[src/rtl/sb_pkg.sv]
// Shared definitions for the store buffer: DataMemory size codes and the queued-store record.
package sb_pkg;

  localparam logic [2:0] DM_WORD  = 3'b000;
  localparam logic [2:0] DM_BYTE  = 3'b001;
  localparam logic [2:0] DM_HALF  = 3'b010;
  localparam logic [2:0] DM_BYTEU = 3'b100;
  localparam logic [2:0] DM_HALFU = 3'b101;

  localparam int SB_AW = 32;
  localparam int SB_DW = 32;

  typedef struct packed {
    logic [SB_AW-1:0] addr;
    logic [SB_DW-1:0] data;
    logic [2:0]       ctrl;
  } sb_entry_t;

endpackage

[src/rtl/store_buf_fifo.sv]
// Entry storage for the store buffer: circular queue with per-entry valid bits,
// read/write pointers and an occupancy count.
module store_buf_fifo #(
  parameter int DEPTH = 4,
  parameter int AW    = 32,
  parameter int DW    = 32
) (
  input  logic                             clk,
  input  logic                             rst_n,
  input  logic                             push,
  input  logic [AW-1:0]                    push_addr,
  input  logic [DW-1:0]                    push_data,
  input  logic [2:0]                       push_ctrl,
  input  logic                             pop,
  output logic [AW-1:0]                    head_addr,
  output logic [DW-1:0]                    head_data,
  output logic [2:0]                       head_ctrl,
  output logic [DEPTH-1:0]                 ent_valid,
  output logic [DEPTH-1:0][AW-1:0]         ent_addr,
  output logic [$clog2(DEPTH):0]           count,
  output logic                             full,
  output logic                             empty
);

  localparam int PW = $clog2(DEPTH);
  localparam int CW = PW + 1;

  logic [PW-1:0]             wr_ptr_q, wr_ptr_d;
  logic [PW-1:0]             rd_ptr_q, rd_ptr_d;
  logic [CW-1:0]             count_q, count_d;
  logic [DEPTH-1:0]          valid_q, valid_d;
  logic [DEPTH-1:0][AW-1:0]  addr_q, addr_d;
  logic [DEPTH-1:0][DW-1:0]  data_q, data_d;
  logic [DEPTH-1:0][2:0]     ctrl_q, ctrl_d;

  // Push and pop never target the same slot: that only happens when full
  // (push blocked) or empty (pop blocked).
  always_comb begin
    wr_ptr_d = wr_ptr_q;
    rd_ptr_d = rd_ptr_q;
    valid_d  = valid_q;
    addr_d   = addr_q;
    data_d   = data_q;
    ctrl_d   = ctrl_q;
    if (pop) begin
      valid_d[rd_ptr_q] = 1'b0;
      rd_ptr_d          = rd_ptr_q + 1'b1;
    end
    if (push) begin
      valid_d[wr_ptr_q] = 1'b1;
      addr_d[wr_ptr_q]  = push_addr;
      data_d[wr_ptr_q]  = push_data;
      ctrl_d[wr_ptr_q]  = push_ctrl;
      wr_ptr_d          = wr_ptr_q + 1'b1;
    end
    count_d = count_q + CW'(push) - CW'(pop);
  end

  always_ff @(posedge clk or negedge rst_n) begin
    if (!rst_n) begin
      wr_ptr_q <= '0;
      rd_ptr_q <= '0;
      count_q  <= '0;
      valid_q  <= '0;
    end else begin
      wr_ptr_q <= wr_ptr_d;
      rd_ptr_q <= rd_ptr_d;
      count_q  <= count_d;
      valid_q  <= valid_d;
    end
  end

  // Payload needs no reset: it is only observed through a set valid bit.
  always_ff @(posedge clk) begin
    addr_q <= addr_d;
    data_q <= data_d;
    ctrl_q <= ctrl_d;
  end

  assign head_addr = addr_q[rd_ptr_q];
  assign head_data = data_q[rd_ptr_q];
  assign head_ctrl = ctrl_q[rd_ptr_q];
  assign ent_valid = valid_q;
  assign ent_addr  = addr_q;
  assign count     = count_q;
  assign full      = (count_q == CW'(DEPTH));
  assign empty     = (count_q == '0);

endmodule

[src/rtl/store_buffer.sv]
// Posted-write store buffer in front of DataMemory: word-granular RAW stall, drains on load-free cycles.
// Optional STORE_BUF_STATS_EN adds saturating stall_cnt / drain_cnt outputs.
module store_buffer
  import sb_pkg::*;
#(
  parameter int DEPTH = 4,
  parameter int AW    = 32,
  parameter int DW    = 32
) (
  input  logic                   clk,
  input  logic                   rst_n,
  input  logic                   st_valid,
  output logic                   st_ready,
  input  logic [AW-1:0]          st_addr,
  input  logic [DW-1:0]          st_data,
  input  logic [2:0]             st_ctrl,
  input  logic                   ld_valid,
  input  logic [AW-1:0]          ld_addr,
  input  logic [2:0]             ld_ctrl,
  output logic                   ld_stall,
  output logic [$clog2(DEPTH):0] count,
  output logic                   DMWr,
  output logic [2:0]             DMCtrl,
  output logic [AW-1:0]          Address,
  output logic [DW-1:0]          DataWr
`ifdef STORE_BUF_STATS_EN
  ,
  output logic [15:0]            stall_cnt,
  output logic [15:0]            drain_cnt
`endif
);

  // Handshake: a store transfers at a rising edge where st_valid && st_ready;
  // a load is accepted in any cycle where ld_valid && !ld_stall, otherwise the
  // core holds it unchanged and retries next cycle.

  logic                     push, pop, full, empty;
  logic [AW-1:0]            head_addr;
  logic [DW-1:0]            head_data;
  logic [2:0]               head_ctrl;
  logic [DEPTH-1:0]         ent_valid;
  logic [DEPTH-1:0][AW-1:0] ent_addr;
  logic [DEPTH-1:0]         match;
  logic                     hazard, drain;

  store_buf_fifo #(.DEPTH(DEPTH), .AW(AW), .DW(DW)) u_fifo (
    .clk       (clk),
    .rst_n     (rst_n),
    .push      (push),
    .push_addr (st_addr),
    .push_data (st_data),
    .push_ctrl (st_ctrl),
    .pop       (pop),
    .head_addr (head_addr),
    .head_data (head_data),
    .head_ctrl (head_ctrl),
    .ent_valid (ent_valid),
    .ent_addr  (ent_addr),
    .count     (count),
    .full      (full),
    .empty     (empty)
  );

  // Word-granular overlap against queued entries only.
  always_comb begin
    match = '0;
    for (int i = 0; i < DEPTH; i++) begin
      match[i] = ent_valid[i] && (ent_addr[i][AW-1:2] == ld_addr[AW-1:2]);
    end
  end

  assign hazard   = ld_valid && (|match);
  assign drain    = rst_n && !empty && (!ld_valid || hazard);
  assign push     = st_valid && !full;
  assign pop      = drain;
  assign st_ready = !full;
  assign ld_stall = rst_n && hazard;

  always_comb begin
    DMWr    = 1'b0;
    DMCtrl  = DM_WORD;
    Address = '0;
    DataWr  = '0;
    if (drain) begin
      DMWr    = 1'b1;
      DMCtrl  = head_ctrl;
      Address = head_addr;
      DataWr  = head_data;
    end else if (rst_n && ld_valid) begin
      DMCtrl  = ld_ctrl;
      Address = ld_addr;
    end
  end

`ifdef STORE_BUF_STATS_EN
  logic [15:0] stall_cnt_q, stall_cnt_d;
  logic [15:0] drain_cnt_q, drain_cnt_d;

  always_comb begin
    stall_cnt_d = stall_cnt_q;
    drain_cnt_d = drain_cnt_q;
    if (ld_stall && (stall_cnt_q != 16'hFFFF)) stall_cnt_d = stall_cnt_q + 16'd1;
    if (drain && (drain_cnt_q != 16'hFFFF))    drain_cnt_d = drain_cnt_q + 16'd1;
  end

  always_ff @(posedge clk or negedge rst_n) begin
    if (!rst_n) begin
      stall_cnt_q <= '0;
      drain_cnt_q <= '0;
    end else begin
      stall_cnt_q <= stall_cnt_d;
      drain_cnt_q <= drain_cnt_d;
    end
  end

  assign stall_cnt = stall_cnt_q;
  assign drain_cnt = drain_cnt_q;
`endif

endmodule

[config.mk]
export PLATFORM = sky130hd
export DESIGN_NAME = store_buffer
export DESIGN_NICKNAME = d
export VERILOG_FILES = /design/src/rtl/sb_pkg.sv /design/src/rtl/store_buf_fifo.sv /design/src/rtl/store_buffer.sv
export SDC_FILE = /design/constraint.sdc
export NUM_CORES = 1
export LEC_CHECK = 0
export CAP_MARGIN = 20
export CELL_PAD_IN_SITES_DETAIL_PLACEMENT = 0
export CELL_PAD_IN_SITES_GLOBAL_PLACEMENT = 1
export CORE_MARGIN = 2
export CORE_UTILIZATION = 36
export CTS_BUF_LIST = sky130_fd_sc_hd__clkbuf_4 sky130_fd_sc_hd__clkbuf_8 sky130_fd_sc_hd__clkbuf_16
export DETAILED_ROUTE_END_ITERATION = 10
export GPL_ROUTABILITY_DRIVEN = 1
export HOLD_SLACK_MARGIN = 0.12
export PLACE_DENSITY_LB_ADDON = 0.1
export SLEW_MARGIN = 20
export SYNTH_ARGS = -nofsm -noshare
export SYNTH_HDL_FRONTEND = slang
export SYNTH_SLANG_ARGS = --single-unit
[constraint.sdc]
create_clock -name clk -period 7.6 [get_ports clk]
set_input_delay 1.52 -clock clk [delete_from_list [all_inputs] [get_ports clk]]
set_output_delay 1.52 -clock clk [all_outputs]
set_load 0.05 [all_outputs]
==> metrics.md <==
| Metric | Value |
|---|---|
| Run status | completed |
| Syn Nets | approximately 920 |
| Total Wirelength | around 37000 µm |
| Power density of the placed cells | 358 nW/µm² |
| Routed Antenna Nets | 0 |
| Actual slew at the worst max-slew pin | roughly 0.87 ns |
| Warnings from Yosys | 0 |
| Type of the worst setup path | primary input to primary output |
| Post-cts resize count | 0 |
| CTS tree | yes |
| Detail-routed via count per cell | a little over 5 |
| Global-route track usage on met2 | between 30% and 40% |
| Nets@finish | between 1000 and 1500 |
| Cell repeated most along the worst path | sky130_fd_sc_hd__clkdlybuf4s50_1 |
| Signal arrival time at the worst endpoint | between 5 and 6 ns |
| Setup Buffers After CTS | 0 |
| Part of the power in combinational logic | about a third |
| Aggregate global routing overflow | 0 |
| Most used cells in the layout excluding fill and tap cells | sky130_fd_sc_hd__edfxtp_1 (268), sky130_fd_sc_hd__clkdlybuf4s50_1 (162), sky130_fd_sc_hd__xnor2_1 (111) |
| Clock Latency Late Sink | ~0.58 ns |
| Post-placement worst setup slack | 0.828 ns |
| Maximum VDD drop | approximately 0.2 mV |
| Number of clock sinks | around 280 |
| Met3 demand-to-capacity share in global routing | around 3.7% |
| Sequential-to-total area share from yosys stat | between 60% and 70% |
| Setup WS post-layout | just over 0.8 ns |
| Drt pass-1 iters | 5 |
| Top-Level Pins | about 180 |
| Gate count of the mapped netlist | ~810 |
| Sum of buffers and inverters on the critical path | 3 |
| Core ar. | roughly 36000 µm² |
| Final number of max-transition violations | 0 |
| Class of the tightest hold or removal check | register to register |
| Total number of H-tree levels | 1 |
| Critical Path Fanout Max | 36 |
| Finish-stage setup viols | 0 |
| Slew HR | between 40% and 50% |
| Library cells used by synthesis | 33 |
| Final Hold Viols | 0 |
| Data required time of the critical path | 6.08 ns |
| CP Cell Sequence | clkdlybuf4s50_1 > xnor2_1 > nand4_1 > nor4_1 > a22oi_1 > a311o_2 > buf_4 > o22ai_1 > clkdlybuf4s50_1 |
| CTS clock-pin slew for the worst setup and hold paths | around 0.06 ns |
| Post-cts hold buffer count | 0 |
| Final weighted congestion of routability-driven global placement | between 0.9 and 1 |
| Startpoint types | primary input |
| Largest delay share family, worst path | buffers and inverters |
| Maximum clock path buffer count | 3 |
| Most common library cell in the layout ignoring fill and taps | sky130_fd_sc_hd__edfxtp_1 |
| IO buf count | about 180 |
| Switching power of the nets | around 2 mW |
| Share of final-layout standard cells stronger than drive strength 1 | approximately 17% |
| Total power | approximately 5.8 mW |
| Final cycle utilization of the critical path | between 80% and 90% |
| Root buffer selected by CTS | sky130_fd_sc_hd__clkbuf_16 |
| Area added between synthesis and finish | 24.4% |
| Initial core utilization | about 37% |
| Mean area per synthesized cell | roughly 16 µm² |
| Static Leak | 5.28 nW |
| Chip Width | 194 µm |
| Final sum of negative setup slack | 0 ns |
| Overall die area | around 38000 µm² |
| Most used routing layer in global routing | met2 |
| Part of the power in registers | between 30 and 40% |
| Syn Std Cell Area | between 10000 and 15000 µm² |
| Number of global-route vias before repair | slightly below 8000 |
| Highest Clock Rate | between 100 and 150 MHz |
| Shortest clock period the worst path allows after layout | roughly 6.8 ns |
| Total half-perimeter wirelength after legalization and detailed placement | about 26000 µm |
| Maximum number of pins on one net before global-route repair | 49 |
| Switching power as a share of total power | ~34% |
| Category of the worst setup path capture point | primary output |
| Inserted Clock Buffers | 31 |
| GR Util All Layers | approximately 19% |
| Maximum clock skew at final layout | between 0.01 and 0.015 ns |
| Fillers | about 3200 |
| Initial antenna violation count | 1 |
| Internal Dissipation | between 3 and 4 mW |
| Average detailed-routed wire length per instance | between 20 and 30 µm |
| Slowest cell on crit path | sky130_fd_sc_hd__clkdlybuf4s50_1 |
| Vias post-DR | about 7500 |
| Met1 Resource Use GR | about a quarter |
| Number of maximum-capacitance violations | 0 |
| Fraction of power consumed by the clock network | between 20% and 30% |
| Minimum setup slack among reg-to-reg paths | roughly 3.8 ns |
| First DRT Iteration DRCs | 435 |
| Residual DRC count | 0 |
| Height of the chip | a little under 200 µm |
| Std cell rows | a little under 70 |
| Unrepaired setup endpoints after global routing | false |
| CP peak stage delay | between 0.8 and 0.9 ns |
| Total of flip-flops plus latches after synthesis | ~280 |
| Global-route wire length before repair | 53400 µm |
sequential cells by signal, indices dropped and copies added (netlist names):
register,flops
u_fifo.rd_ptr_q,2
u_fifo.ctrl_q,12
u_fifo.ent_addr,128
u_fifo.data_q,128
u_fifo.count,3
u_fifo.ent_valid,4
u_fifo.wr_ptr_q,2
kinds of logic after synthesis:
| group | count (synthesis) | share of synthesized area, % |
|---|---|---|
| flops | 279 | 63.9 |
| buf+inv | 107 | 4.52 |
| fa+ha+maj | 11 | 1.11 |
| mux | 68 | 11.7 |
| simple gates | 169 | 7.15 |
| xor+xnor | 124 | 9.09 |
| compound gates | 48 | 2.50 |
per-layer routing:
layer	vias to the layer above	part of all wire (%)
met2	212	48
met5	-	0
li1	3417	-
met4	0	2.0
met3	40	5.2
met1	3838	44
worst reg2reg max path: cells and delay by family, from the launching register on:
kind	cells	cell delay, ns
flops	1	0.41
xor+xnor	3	0.71
simple gates	2	0.67
fa+ha+maj	3	0.76
buf+inv	4	0.54
compound gates	2	0.61
path summary, 6_finish.rpt:
check	from	to	cells after the start
max in group asynchronous	rst_n	u_fifo.rd_ptr_q[1]	2
worst min-delay path	u_fifo.count[2]	u_fifo.count[2]	1
worst max-delay path	ld_addr[30]	Address[7]	9
worst min register to register	u_fifo.count[2]	u_fifo.count[2]	1
worst max register to register	u_fifo.ent_addr[19]	u_fifo.count[2]	14
min in group asynchronous	rst_n	u_fifo.rd_ptr_q[0]	1
per-stage QoR:
step / hold slack (ns) / cells / cell area (µm²) / util [%]
finish: 0.545 / 1457 / 16200 / 45.5
detailed placement: 0.536 / 1397 / 15100 / 42.4
global route: 0.598 / 1455 / 16200 / 45.5
CTS: 0.549 / 1455 / 16200 / 45.5
floorplan: 0.520 / 806 / 13000 / -
global placement: 0.536 / 1397 / 15100 / 42.4
area by class of cell:
cell class	instances	area, µm²	share of cell area [%]
clock buffer	33	803	4.96
inverter	46	173	1.07
sequential	279	8330	51.4
timing repair buffer	191	1850	11.4
antenna	2	5.00	0.0309
multi-input combinational	420	4140	25.6
tap	461	577	3.56
clock inverter	25	318	1.96
cells in the mapped netlist, drive strengths merged:
cell type | number | area share [%]
o21ai | 2 | 0.077
nor2b | 32 | 1.5
nand3 | 10 | 0.38
a2bb2oi | 4 | 0.27
ha | 10 | 0.96
nand4 | 55 | 2.6
and2 | 2 | 0.096
mux4 | 67 | 12
a21boi | 1 | 0.058
mux2 | 1 | 0.12
nor2 | 7 | 0.20
a2111oi | 1 | 0.067
nor4 | 15 | 0.82
fa | 1 | 0.15
a311o | 1 | 0.077
nand2 | 43 | 1.2
o22ai | 35 | 1.7
and3 | 4 | 0.19
nor3 | 1 | 0.038
dfrtp | 11 | 2.1
buf | 44 | 2.7
a22oi | 3 | 0.17
xnor2 | 124 | 9.1
clkbuf | 17 | 0.49
edfxtp | 268 | 62
inv | 46 | 1.3
a31oi | 1 | 0.096
power groups by stage:
| stage | logic, mW | registers [mW] | clock network (mW) |
|---|---|---|---|
| floorplan | 1.37 | 2.21 | 0 |
| global placement | 1.94 | 2.33 | 0 |
| detailed placement | 1.93 | 2.33 | 0 |
| CTS | 1.94 | 2.30 | 1.65 |
| global route | 2.02 | 2.33 | 1.71 |
| finish | 1.89 | 2.28 | 1.63 |
No activity file was read; power rests on OpenSTA's default activity.
